<file path="config.mk">
export PLATFORM = sky130hd
export DESIGN_NAME = spi_master_flat
export DESIGN_NICKNAME = d
export VERILOG_FILES = /design/src/rtl/spi_pkg.sv /design/src/rtl/spi_master_if.sv /design/src/rtl/spi_clk_gen.sv /design/src/rtl/spi_master.sv /design/src/flat_wrapper.sv
export SDC_FILE = /design/constraint.sdc
export NUM_CORES = 1
export LEC_CHECK = 0
export ABC_CLOCK_PERIOD_IN_PS = 4200
export CAP_MARGIN = 20
export CORE_MARGIN = 2
export CORE_UTILIZATION = 66
export CTS_BUF_LIST = sky130_fd_sc_hd__clkbuf_16
export DETAILED_ROUTE_END_ITERATION = 8
export DONT_BUFFER_PORTS = 1
export PLACE_DENSITY = 0.82
export SLEW_MARGIN = 20
export SYNTH_ARGS = -nofsm -noshare
export SYNTH_HDL_FRONTEND = slang
export SYNTH_HIERARCHICAL = 1
export SYNTH_SLANG_ARGS = --single-unit
</file>
<file path="constraint.sdc">
create_clock -name r_clk -period 4.2 [get_ports r_clk]
set_input_delay 0.84 -clock r_clk [delete_from_list [all_inputs] [get_ports r_clk]]
set_output_delay 0.84 -clock r_clk [all_outputs]
set_load 0.005 [all_outputs]
</file>
<file path="src/rtl/spi_pkg.sv">
// Shared definitions for the single-byte SPI master: mode encodings, mode
// decode helpers, the byte width and the control FSM state type.
package spi_pkg;

    localparam int SPI_BYTE_W = 8;

    localparam logic [1:0] SPI_MODE0 = 2'd0;
    localparam logic [1:0] SPI_MODE1 = 2'd1;
    localparam logic [1:0] SPI_MODE2 = 2'd2;
    localparam logic [1:0] SPI_MODE3 = 2'd3;

    typedef enum logic [1:0] {
        ST_RESET = 2'd0,
        ST_IDLE  = 2'd1,
        ST_XFER  = 2'd2
    } spi_state_t;

    function automatic logic cpol(input logic [1:0] mode);
        return mode[1];
    endfunction

    function automatic logic cpha(input logic [1:0] mode);
        return mode[0];
    endfunction

endpackage

</file>
<file path="src/rtl/spi_master_if.sv">
// Byte-stream handshake plus the serial wires of the SPI master, bundled so
// the parent and the bench connect one object.
interface spi_master_if;
    import spi_pkg::*;

    // Handshake: a byte transfers on a rising r_clk edge where r_data_ready
    // and w_data_ready are both 1; r_data_ready while w_data_ready is 0 is
    // dropped, never queued. w_master_done is a one-clock result strobe.
    logic [SPI_BYTE_W-1:0] r_data;
    logic                  r_data_ready;
    logic                  w_data_ready;
    logic                  w_master_done;
    logic [SPI_BYTE_W-1:0] w_data;
    logic                  w_clk;
    logic                  r_miso;
    logic                  w_mosi;

    modport master (
        input  r_data, r_data_ready, r_miso,
        output w_data_ready, w_master_done, w_data, w_clk, w_mosi
    );

    modport slave (
        output r_data, r_data_ready, r_miso,
        input  w_data_ready, w_master_done, w_data, w_clk, w_mosi
    );

endinterface

</file>
<file path="src/rtl/spi_clk_gen.sv">
// SPI clock generator: a half-bit counter paces 16 w_clk toggles per byte and
// reports each toggle as a one-cycle leading or trailing strobe.
module spi_clk_gen #(
    parameter logic CPOL              = 1'b0,
    parameter int   CLKS_PER_HALF_BIT = 2
) (
    input  logic clk,
    input  logic rst,
    input  logic start,
    output logic spi_clk,
    output logic leading_edge,
    output logic trailing_edge,
    output logic busy
);

    localparam int            CW       = $clog2(2 * CLKS_PER_HALF_BIT);
    localparam logic [CW-1:0] LEAD_AT  = CW'(CLKS_PER_HALF_BIT - 1);
    localparam logic [CW-1:0] TRAIL_AT = CW'(2 * CLKS_PER_HALF_BIT - 1);

    logic [CW-1:0] half_cnt;
    logic [4:0]    edge_cnt;

    assign busy          = (edge_cnt != 5'd0);
    assign leading_edge  = busy && (half_cnt == LEAD_AT);
    assign trailing_edge = busy && (half_cnt == TRAIL_AT);

    always_ff @(posedge clk or posedge rst) begin
        if (rst) begin
            half_cnt <= '0;
            edge_cnt <= 5'd0;
            spi_clk  <= CPOL;
        end else if (start) begin
            half_cnt <= '0;
            edge_cnt <= 5'd16;
        end else if (busy) begin
            // Wrap at the trailing edge so the count also works when
            // 2*CLKS_PER_HALF_BIT is not a power of two.
            half_cnt <= trailing_edge ? '0 : half_cnt + 1'b1;
            if (leading_edge || trailing_edge) begin
                spi_clk  <= ~spi_clk;
                edge_cnt <= edge_cnt - 5'd1;
            end
        end
    end

endmodule

</file>
<file path="src/rtl/spi_master.sv">
// Single-byte SPI master: accepts a byte over a valid/ready handshake, shifts
// it out MSB first on w_mosi while shifting in r_miso, then pulses done.
module spi_master
    import spi_pkg::*;
#(
    parameter logic [1:0] SPI_MODE          = SPI_MODE0,
    parameter int         CLKS_PER_HALF_BIT = 2
) (
    input  logic         r_clk,
    input  logic         r_reset,
    spi_master_if.master bus,
    output spi_state_t   dbg_state
);

    localparam logic CPOL = cpol(SPI_MODE);
    localparam logic CPHA = cpha(SPI_MODE);

    spi_state_t state, state_next;

    logic                  accept, busy, spi_clk, leading_edge, trailing_edge;
    logic                  drive_edge, sample_edge, drive_now;
    logic                  load_q, last_sample_q, done_q, mosi_q;
    logic [SPI_BYTE_W-1:0] tx_shift, rx_shift, rx_byte;
    logic [3:0]            tx_cnt;
    logic [2:0]            rx_cnt;

    assign accept      = (state == ST_IDLE) && bus.r_data_ready;
    assign drive_edge  = CPHA ? leading_edge : trailing_edge;
    assign sample_edge = CPHA ? trailing_edge : leading_edge;
    // CPHA=0 presents the MSB right after accept; the 8th trailing edge must
    // not drive, so the line keeps the LSB between bytes.
    assign drive_now   = (load_q && !CPHA) || (drive_edge && (tx_cnt < 4'd8));

    spi_clk_gen #(
        .CPOL              (CPOL),
        .CLKS_PER_HALF_BIT (CLKS_PER_HALF_BIT)
    ) u_clk_gen (
        .clk           (r_clk),
        .rst           (r_reset),
        .start         (accept),
        .spi_clk       (spi_clk),
        .leading_edge  (leading_edge),
        .trailing_edge (trailing_edge),
        .busy          (busy)
    );

    always_ff @(posedge r_clk or posedge r_reset) begin
        if (r_reset) state <= ST_RESET;
        else         state <= state_next;
    end

    always_comb begin
        state_next = state;
        case (state)
            ST_RESET: state_next = ST_IDLE;
            ST_IDLE:  if (bus.r_data_ready) state_next = ST_XFER;
            ST_XFER:  if (!busy) state_next = ST_IDLE;
            default:  state_next = ST_IDLE;
        endcase
    end

    always_ff @(posedge r_clk or posedge r_reset) begin
        if (r_reset) begin
            load_q        <= 1'b0;
            last_sample_q <= 1'b0;
            done_q        <= 1'b0;
            mosi_q        <= 1'b0;
            tx_shift      <= '0;
            rx_shift      <= '0;
            rx_byte       <= '0;
            tx_cnt        <= 4'd0;
            rx_cnt        <= 3'd0;
        end else begin
            load_q        <= accept;
            last_sample_q <= 1'b0;
            done_q        <= last_sample_q;
            if (accept) begin
                tx_shift <= bus.r_data;
                tx_cnt   <= 4'd0;
                rx_cnt   <= 3'd0;
            end else begin
                if (drive_now) begin
                    mosi_q   <= tx_shift[SPI_BYTE_W-1];
                    tx_shift <= {tx_shift[SPI_BYTE_W-2:0], 1'b0};
                    tx_cnt   <= tx_cnt + 4'd1;
                end
                if (sample_edge) begin
                    rx_shift <= {rx_shift[SPI_BYTE_W-2:0], bus.r_miso};
                    rx_cnt   <= rx_cnt + 3'd1;
                    if (rx_cnt == 3'd7) last_sample_q <= 1'b1;
                end
            end
            if (last_sample_q) rx_byte <= rx_shift;
        end
    end

    assign bus.w_data_ready  = (state == ST_IDLE);
    assign bus.w_master_done = done_q;
    assign bus.w_data        = rx_byte;
    assign bus.w_clk         = spi_clk;
    assign bus.w_mosi        = mosi_q;
    assign dbg_state         = state;

endmodule

</file>
<file path="src/flat_wrapper.sv">
// flat-port wrapper written by rule: the top's interface ports become plain ports
module spi_master_flat import spi_pkg::*;
#(
    parameter logic [1:0] SPI_MODE          = SPI_MODE0,
    parameter int         CLKS_PER_HALF_BIT = 2
)
  (r_clk, r_reset, dbg_state, bus_r_data, bus_r_data_ready, bus_r_miso, bus_w_data_ready, bus_w_master_done, bus_w_data, bus_w_clk, bus_w_mosi);
  spi_master_if bus_i ();
  input  logic r_clk;
  input  logic r_reset;
  output spi_state_t dbg_state;
  input wire logic [$bits(bus_i.r_data)-1:0] bus_r_data;
  input wire logic [$bits(bus_i.r_data_ready)-1:0] bus_r_data_ready;
  input wire logic [$bits(bus_i.r_miso)-1:0] bus_r_miso;
  output wire logic [$bits(bus_i.w_data_ready)-1:0] bus_w_data_ready;
  output wire logic [$bits(bus_i.w_master_done)-1:0] bus_w_master_done;
  output wire logic [$bits(bus_i.w_data)-1:0] bus_w_data;
  output wire logic [$bits(bus_i.w_clk)-1:0] bus_w_clk;
  output wire logic [$bits(bus_i.w_mosi)-1:0] bus_w_mosi;
  assign bus_i.r_data = bus_r_data;
  assign bus_i.r_data_ready = bus_r_data_ready;
  assign bus_i.r_miso = bus_r_miso;
  assign bus_w_data_ready = bus_i.w_data_ready;
  assign bus_w_master_done = bus_i.w_master_done;
  assign bus_w_data = bus_i.w_data;
  assign bus_w_clk = bus_i.w_clk;
  assign bus_w_mosi = bus_i.w_mosi;
  spi_master #(.SPI_MODE(SPI_MODE), .CLKS_PER_HALF_BIT(CLKS_PER_HALF_BIT)) u_core (.r_clk(r_clk), .r_reset(r_reset), .bus(bus_i), .dbg_state(dbg_state));
endmodule
</file>
==> results.py, run 1 <==
metrics = {
    "floorplan": {
        "fp.dieW_um": 58.97,
        "ios": 26,
        "core_area_sq_um": 2805,
        "dieArea_sq_um": 3477,
        "die_h_um": 58.97,
        "placementRows": 19,
        "initial_utilization_pct": 71.10,
    },
    "clocking": {
        "numCtsBuffers": 5,
        "clockRootBuffer": "clkbuf_16",
        "clockBufferDepth": 2,
        "cts_tree": "done",
        "postCtsHoldBufs": 0,
        "cts_num_sinks": 45,
        "clkTransAtPathRegs_ns": 0.06,
        "clk_latency_ns": 0.28,
        "cts_setup_buffers": 0,
        "postCtsResizedCells": 0,
        "htreeDepth": 2,
    },
    "logic_synthesis": {
        "synth_cell_types": 39,
        "ys_async_sr_fraction_pct": 100.0,
        "synth_fp_nets": 190,
        "ys.flop_type": "dfrtp_1",
        "syn_area_sq_um": 1994,
        "synthDominantCellAreaShare_pct": 56.46,
        "synth_seq_cells": 45,
        "syn_area_per_cell_sq_um": 11.60,
        "netlist_top_cells_area": "dfrtp_1 (56%), mux2_2 (9.6%), ha_1 (3.8%)",
        "yosys_warnings": 6,
        "ys_seq_area_share_pct": 56.46,
        "synth_cells": 172,
        "synth_edf_count": 0,
        "synth_top_cell_by_area": "dfrtp_1",
    },
    "worst_hold_path": {
        "hp-class": "primary input to asynchronous set/reset pin",
    },
    "worst_setup_path": {
        "critical_path.max_fanout": 13,
        "cp-start-kind": "flop",
        "cp.arrival_ns": 2.37,
        "critical_path_class": "flop to flop",
        "critPathLaunch": "u_core/u_clk_gen/edge_cnt[0]",
        "reg2reg_from": "u_core/u_clk_gen/edge_cnt[0]",
        "cp-end-kind": "flop",
        "crit_required_ns": 4.37,
    },
    "finish": {
        "nets": 190,
        "area_growth_pct": 7.466,
        "insertedDiodeCount": 0,
        "fillers": 182,
        "drive_above_1_share_pct": 17.92,
        "fin_cells": 204,
        "finalInstanceArea_sq_um": 2143,
    },
    "drt": {
        "dr.pass1.iters": 4,
        "postRouteAntennaNets": 0,
        "drt_iter0_drc": 59,
        "dr_total_vias": 1253,
        "route.detailed.vias_per_inst": 6.142,
        "totalWireLength_mm": 3.383,
        "wl_per_cell_um": 16.58,
        "route.detailed.drc": 0,
    },
    "power_and_ir_drop": {
        "peakVddDrop_mv": 0.4546,
        "p_comb_share_pct": 32.3,
        "switchingPower_w": 0.0005621,
        "p_leak_nw": 1.006,
        "seq_power_share_pct": 44.4,
        "p_int_w": 0.001068,
        "sw_frac_of_total_pct": 34.48,
        "p_clk_share_pct": 23.3,
        "powerDensity_nw_per_um2": 760.7,
    },
    "sta": {
        "setup_violations": 0,
        "finalCritPeriodShare_pct": 52.35,
        "finalHoldViolCount": 0,
        "final.setup_skew_ns": 0.006114,
        "finalCriticalPeriod_ns": 2.199,
        "clock.fmax_ghz": 0.4548,
        "setup_ws_ns": 2.001,
        "finalSetupTns_ns": 0,
        "tightestPinTransition_ns": 0.4949,
        "max_slew_margin_pct": 66.89,
        "slew_violations": 0,
        "timing.hold.ws_ns": 0.3948,
        "rsz0062_at_grt": "no",
    },
    "global_routing": {
        "grt-ovfl-total": 0,
        "grt_pass1_wl_mm": 6.023,
        "grt_pass1_vias": 1343,
        "antenna_found_initial": 0,
        "grt_max_degree": 38,
        "track_usage_pct": 23.23,
    },
    "outcome": {
        "status": "finished, final reports clean",
    },
    "placement": {
        "dp_cells": 196,
        "place.gp.congestion": 0.7193,
        "place_ws_ns": 2.032,
        "dp_hpwl_mm": 2.196,
        "post_dp_cell_area_sq_um": 1997,
        "port-buffer-count": 0,
    },
    "run": {
        "cap_violations": 0,
    },
}
layout make-up:
type | instances | area, sq um | share of cell area, %
flip-flops and latches | 45 | 1126 | 52.54
multi-input cells | 108 | 779.5 | 36.37
clock buffers | 5 | 125.1 | 5.838
well taps | 31 | 38.79 | 1.810
inverters | 10 | 37.54 | 1.751
clock inverters | 3 | 21.27 | 0.9924
repair buffers | 2 | 15.01 | 0.7005
logic make-up (layout without fill, tap and decap cells):
logic type,count (synthesis),after routing,share of synthesized area [%]
compound gates,39,39,11.10
buf+inv,19,20,4.453
simple gates,40,40,11.73
xor+xnor,2,2,0.8785
flops,45,45,56.46
mux,21,21,11.61
fa+ha+maj,6,6,3.764
metrics by stage:
step	total power [W]	utilization [%]
2_1_floorplan	0.001144	-
3_3_place_gp	0.001200	71.19
3_5_place_dp	0.001246	71.19
4_1_cts	0.001641	76.41
5_1_grt	0.001759	76.41
6_report	0.001630	76.41
power by group through the flow:
stage / clock network, W / logic [W] / registers (W)
floorplan: 0 / 0.000459 / 0.000685
global placement: 0 / 0.000484 / 0.000716
detailed placement: 0 / 0.000521 / 0.000725
CTS: 0.000386 / 0.000531 / 0.000724
global route: 0.000403 / 0.000608 / 0.000748
finish: 0.000380 / 0.000526 / 0.000724
critical path, stage by stage, from the launching register on:
cell and delay (ns):
dfrtp_1 0.39, inv_1 0.06, ha_1 0.16, nor4b_1 0.23
buf_4 0.21, inv_1 0.10, and2_1 0.18, nor2b_2 0.22
o21ai_0 0.18, mux2_2 0.35
flip-flops by register name, indices dropped and copies added (netlist names):
signal	count
u_core/rx_cnt	3
u_core/tx_shift	8
u_core/bus.w_master_done	1
u_core/u_clk_gen/edge_cnt	5
u_core/last_sample_q	1
u_core/bus.w_data	8
u_core/bus.w_mosi	1
u_core/u_clk_gen/half_cnt	2
u_core/rx_shift	8
u_core/tx_cnt	4
u_core/load_q	1
u_core/dbg_state	2
u_core/u_clk_gen/spi_clk	1
cells in the final DEF, fill, tap and decap left out, types with 2 or more instances in the layout:
master | synthesis | final
o21ai_0 | 13 | 13
dfrtp_1 | 45 | 45
clkbuf_16 | 0 | 5
mux2i_1 | 4 | 4
nor3_1 | 4 | 4
ha_1 | 6 | 6
or3_1 | 4 | 4
nor2_1 | 12 | 12
and2_1 | 3 | 3
a31oi_1 | 7 | 7
inv_1 | 8 | 8
nand2b_1 | 3 | 3
nand2_1 | 3 | 3
or4_1 | 2 | 2
mux2_2 | 17 | 17
buf_4 | 1 | 2
a21oi_1 | 13 | 13
cell usage after synthesis, types with 2 or more instances:
master / count
dfrtp_1: 45
mux2_2: 17
a21oi_1: 13
o21ai_0: 13
nor2_1: 12
inv_1: 8
a31oi_1: 7
ha_1: 6
buf_2: 5
mux2i_1: 4
nor3_1: 4
or3_1: 4
and2_1: 3
nand2_1: 3
nand2b_1: 3
or4_1: 2
worst paths after layout:
check / to / slack [ns] / depth (start not counted)
worst max-delay path: u_core/bus.w_mosi / 2.00 / 9
worst min-delay path: u_core/u_clk_gen/edge_cnt[2] / 0.39 / 1
worst max register to register: u_core/bus.w_mosi / 2.00 / 9
worst min register to register: u_core/u_clk_gen/edge_cnt[4] / 0.49 / 1
max in group asynchronous: u_core/rx_shift[0] / 3.33 / 2
min in group r_clk: u_core/u_clk_gen/edge_cnt[4] / 0.49 / 1
routing by layer:
metal | part of all wire (%) | up-vias | global-route usage, %
met5 | 0 | - | 0
met4 | 0.95 | 0 | 8.117
met3 | 3.9 | 5 | 4.367
met2 | 55 | 29 | 42.22
met1 | 40 | 620 | 27.40
li1 | - | 599 | -
No activity file was read; power rests on OpenSTA's default activity.
==> inputs of run 2 (changes only) <==
- ABC_CLOCK_PERIOD_IN_PS: 4200 -> 1900
- CORE_UTILIZATION: 66 -> 56
- PLACE_DENSITY: 0.82 -> 0.74
- clock period: 4.2 -> 1.9 ns (I/O delays scaled with it)
==> results.py, run 2 (synthesis results as in run 1) <==
metrics = {
    "sta": {
        "finalHoldViolCount": 0,
        "timing.hold.ws_ns": 0.09107,
        "setup_violations": 0,
        "max_slew_margin_pct": 66.43,
        "finalCriticalPeriod_ns": 1.820,
        "finalSetupTns_ns": 0,
        "clock.fmax_ghz": 0.5496,
        "tightestPinTransition_ns": 0.5017,
        "finalCritPeriodShare_pct": 95.77,
        "slew_violations": 0,
        "final.setup_skew_ns": 0.003021,
        "rsz0062_at_grt": "no",
    },
    "clocking": {
        "clockRootBuffer": "clkbuf_16",
        "clk_latency_ns": 0.28,
        "htreeDepth": 2,
        "cts_tree": "done",
        "clockBufferDepth": 2,
        "cts_num_sinks": 45,
        "numCtsBuffers": 5,
        "clkTransAtPathRegs_ns": 0.06,
    },
    "floorplan": {
        "core_area_sq_um": 3390,
        "placementRows": 21,
        "fp.dieW_um": 63.68,
        "dieArea_sq_um": 4055,
        "ios": 26,
        "initial_utilization_pct": 58.84,
        "die_h_um": 63.68,
    },
    "placement": {
        "dp_cells": 214,
        "place.gp.congestion": 0.7799,
        "dp_hpwl_mm": 2.365,
        "port-buffer-count": 0,
    },
    "global_routing": {
        "grt_pass1_wl_mm": 6.065,
        "antenna_found_initial": 0,
        "grt_pass1_vias": 1340,
        "grt-ovfl-total": 0,
        "track_usage_pct": 19.36,
        "grt_max_degree": 38,
    },
    "worst_setup_path": {
        "cp.arrival_ns": 1.98,
        "path_delay_family": "simple AND/OR/NAND/NOR gates",
        "critical_path.max_fanout": 7,
        "path_cells": "inv_2 > ha_4 > nor4b_4 > inv_1 > and2_1 > nor2b_4 > o21ai_1 > mux2_2",
        "critPathSlowestCell": "dfrtp_1",
        "critical_path_class": "flop to flop",
        "cp-start-kind": "flop",
        "r2r_setup_slack_ns": 0.08,
        "crit_required_ns": 2.06,
        "slowest_delay_ns": 0.39,
        "cp-end-kind": "flop",
        "cp_num_buf_inv": 2,
    },
    "power_and_ir_drop": {
        "p_total_w": 0.003735,
        "seq_power_share_pct": 43.1,
        "powerDensity_nw_per_um2": 1659,
        "peakVddDrop_mv": 0.8712,
        "sw_frac_of_total_pct": 34.10,
        "p_leak_nw": 1.050,
        "p_int_w": 0.002462,
        "p_comb_share_pct": 34.8,
        "switchingPower_w": 0.001274,
        "p_clk_share_pct": 22.1,
    },
    "finish": {
        "multiInputGateArea_sq_um": 823.3,
        "drive_above_1_share_pct": 22.35,
        "nets": 196,
        "fillers": 257,
        "most-common-layout-cells": "dfrtp_1 (45), mux2_2 (16), a21oi_1 (13), nor2_1 (12), o21ai_0 (12)",
        "final_common_cell": "dfrtp_1",
        "insertedDiodeCount": 0,
        "register_area_sq_um": 1126,
        "area_growth_pct": 12.86,
        "fin_cells": 225,
        "final_util_pct": 66.41,
    },
    "run": {
        "cap_violations": 0,
    },
    "worst_hold_path": {
        "hp-class": "primary input to asynchronous set/reset pin",
    },
    "drt": {
        "wl_per_cell_um": 15.75,
        "dr_total_vias": 1313,
        "route.detailed.drc": 0,
        "dr.pass1.iters": 4,
        "route.detailed.vias_per_inst": 5.836,
        "totalWireLength_mm": 3.544,
        "drt_iter0_drc": 48,
        "postRouteAntennaNets": 0,
    },
    "outcome": {
        "status": "finished, final reports clean",
    },
}
==> run 2: cell types whose count changed in the layout (fill, tap and decap cells not counted), sizes merged <==
| cell | delta |
|---|---|
| clkinvlp | +1 |
| dlygate4sd3 | +1 |
| clkinv | -1 |
| buf | +5 |
==> run 2: area by class of cell <==
cell class                      count  share of cell area, %
Inverter                           10                  1.668
Clock buffer                        5                  5.559
Multi-Input combinational cell    108                  36.58
Tap cell                           46                  2.557
Timing Repair Buffer                8                  2.779
Sequential cell                    45                  50.03
Clock inverter                      3                 0.8338
==> run 2: final timing paths <==
check | start | endpoint | depth (start not counted)
min | r_reset | u_core/dbg_state[0] | 2
min reg2reg | u_core/u_clk_gen/spi_clk | u_core/u_clk_gen/spi_clk | 1
min in group r_clk | bus_r_data[0] | u_core/tx_shift[0] | 1
max reg2reg | u_core/u_clk_gen/edge_cnt[0] | u_core/bus.w_mosi | 8
max | u_core/u_clk_gen/edge_cnt[0] | u_core/bus.w_mosi | 8
max in group asynchronous | r_reset | u_core/u_clk_gen/half_cnt[1] | 2
==> run 2: what timing repair did <==
action / CTS / global route
setup endpoints to repair: 1 / 18
hold buffers: 1 / 0
resized for setup: 1 / 6
buffers inserted: 2 / 0
endpoints found under the hold margin: 8 / 0
pin swaps: 0 / 0
==> run 2: power groups by stage <==
stage | combinational [W] | sequential (W) | clock [W]
floorplan | 0.00104 | 0.00153 | 0
global placement | 0.00114 | 0.00160 | 0
detailed placement | 0.00122 | 0.00162 | 0
CTS | 0.00126 | 0.00160 | 0.000844
global route | 0.00146 | 0.00165 | 0.000892
finish | 0.00130 | 0.00161 | 0.000824
==> run 2: stage by stage <==
step                      area [sq um]  setup slack [ns]
final                             2251           0.08034
after global routing              2251          0.004670
after detailed placement          2058         -0.006077
after global placement            2058           0.07669
after floorplan                   2014         0.0005949
after CTS                         2230        0.00009193
==> run 2: metal layers <==
layer,track usage [%],routed length (um),share of wire [%]
met1,23.27,1462,41
met2,33.95,1877,53
met3,4.643,147,4.1
met4,6.522,56,1.6
met5,0,0,0
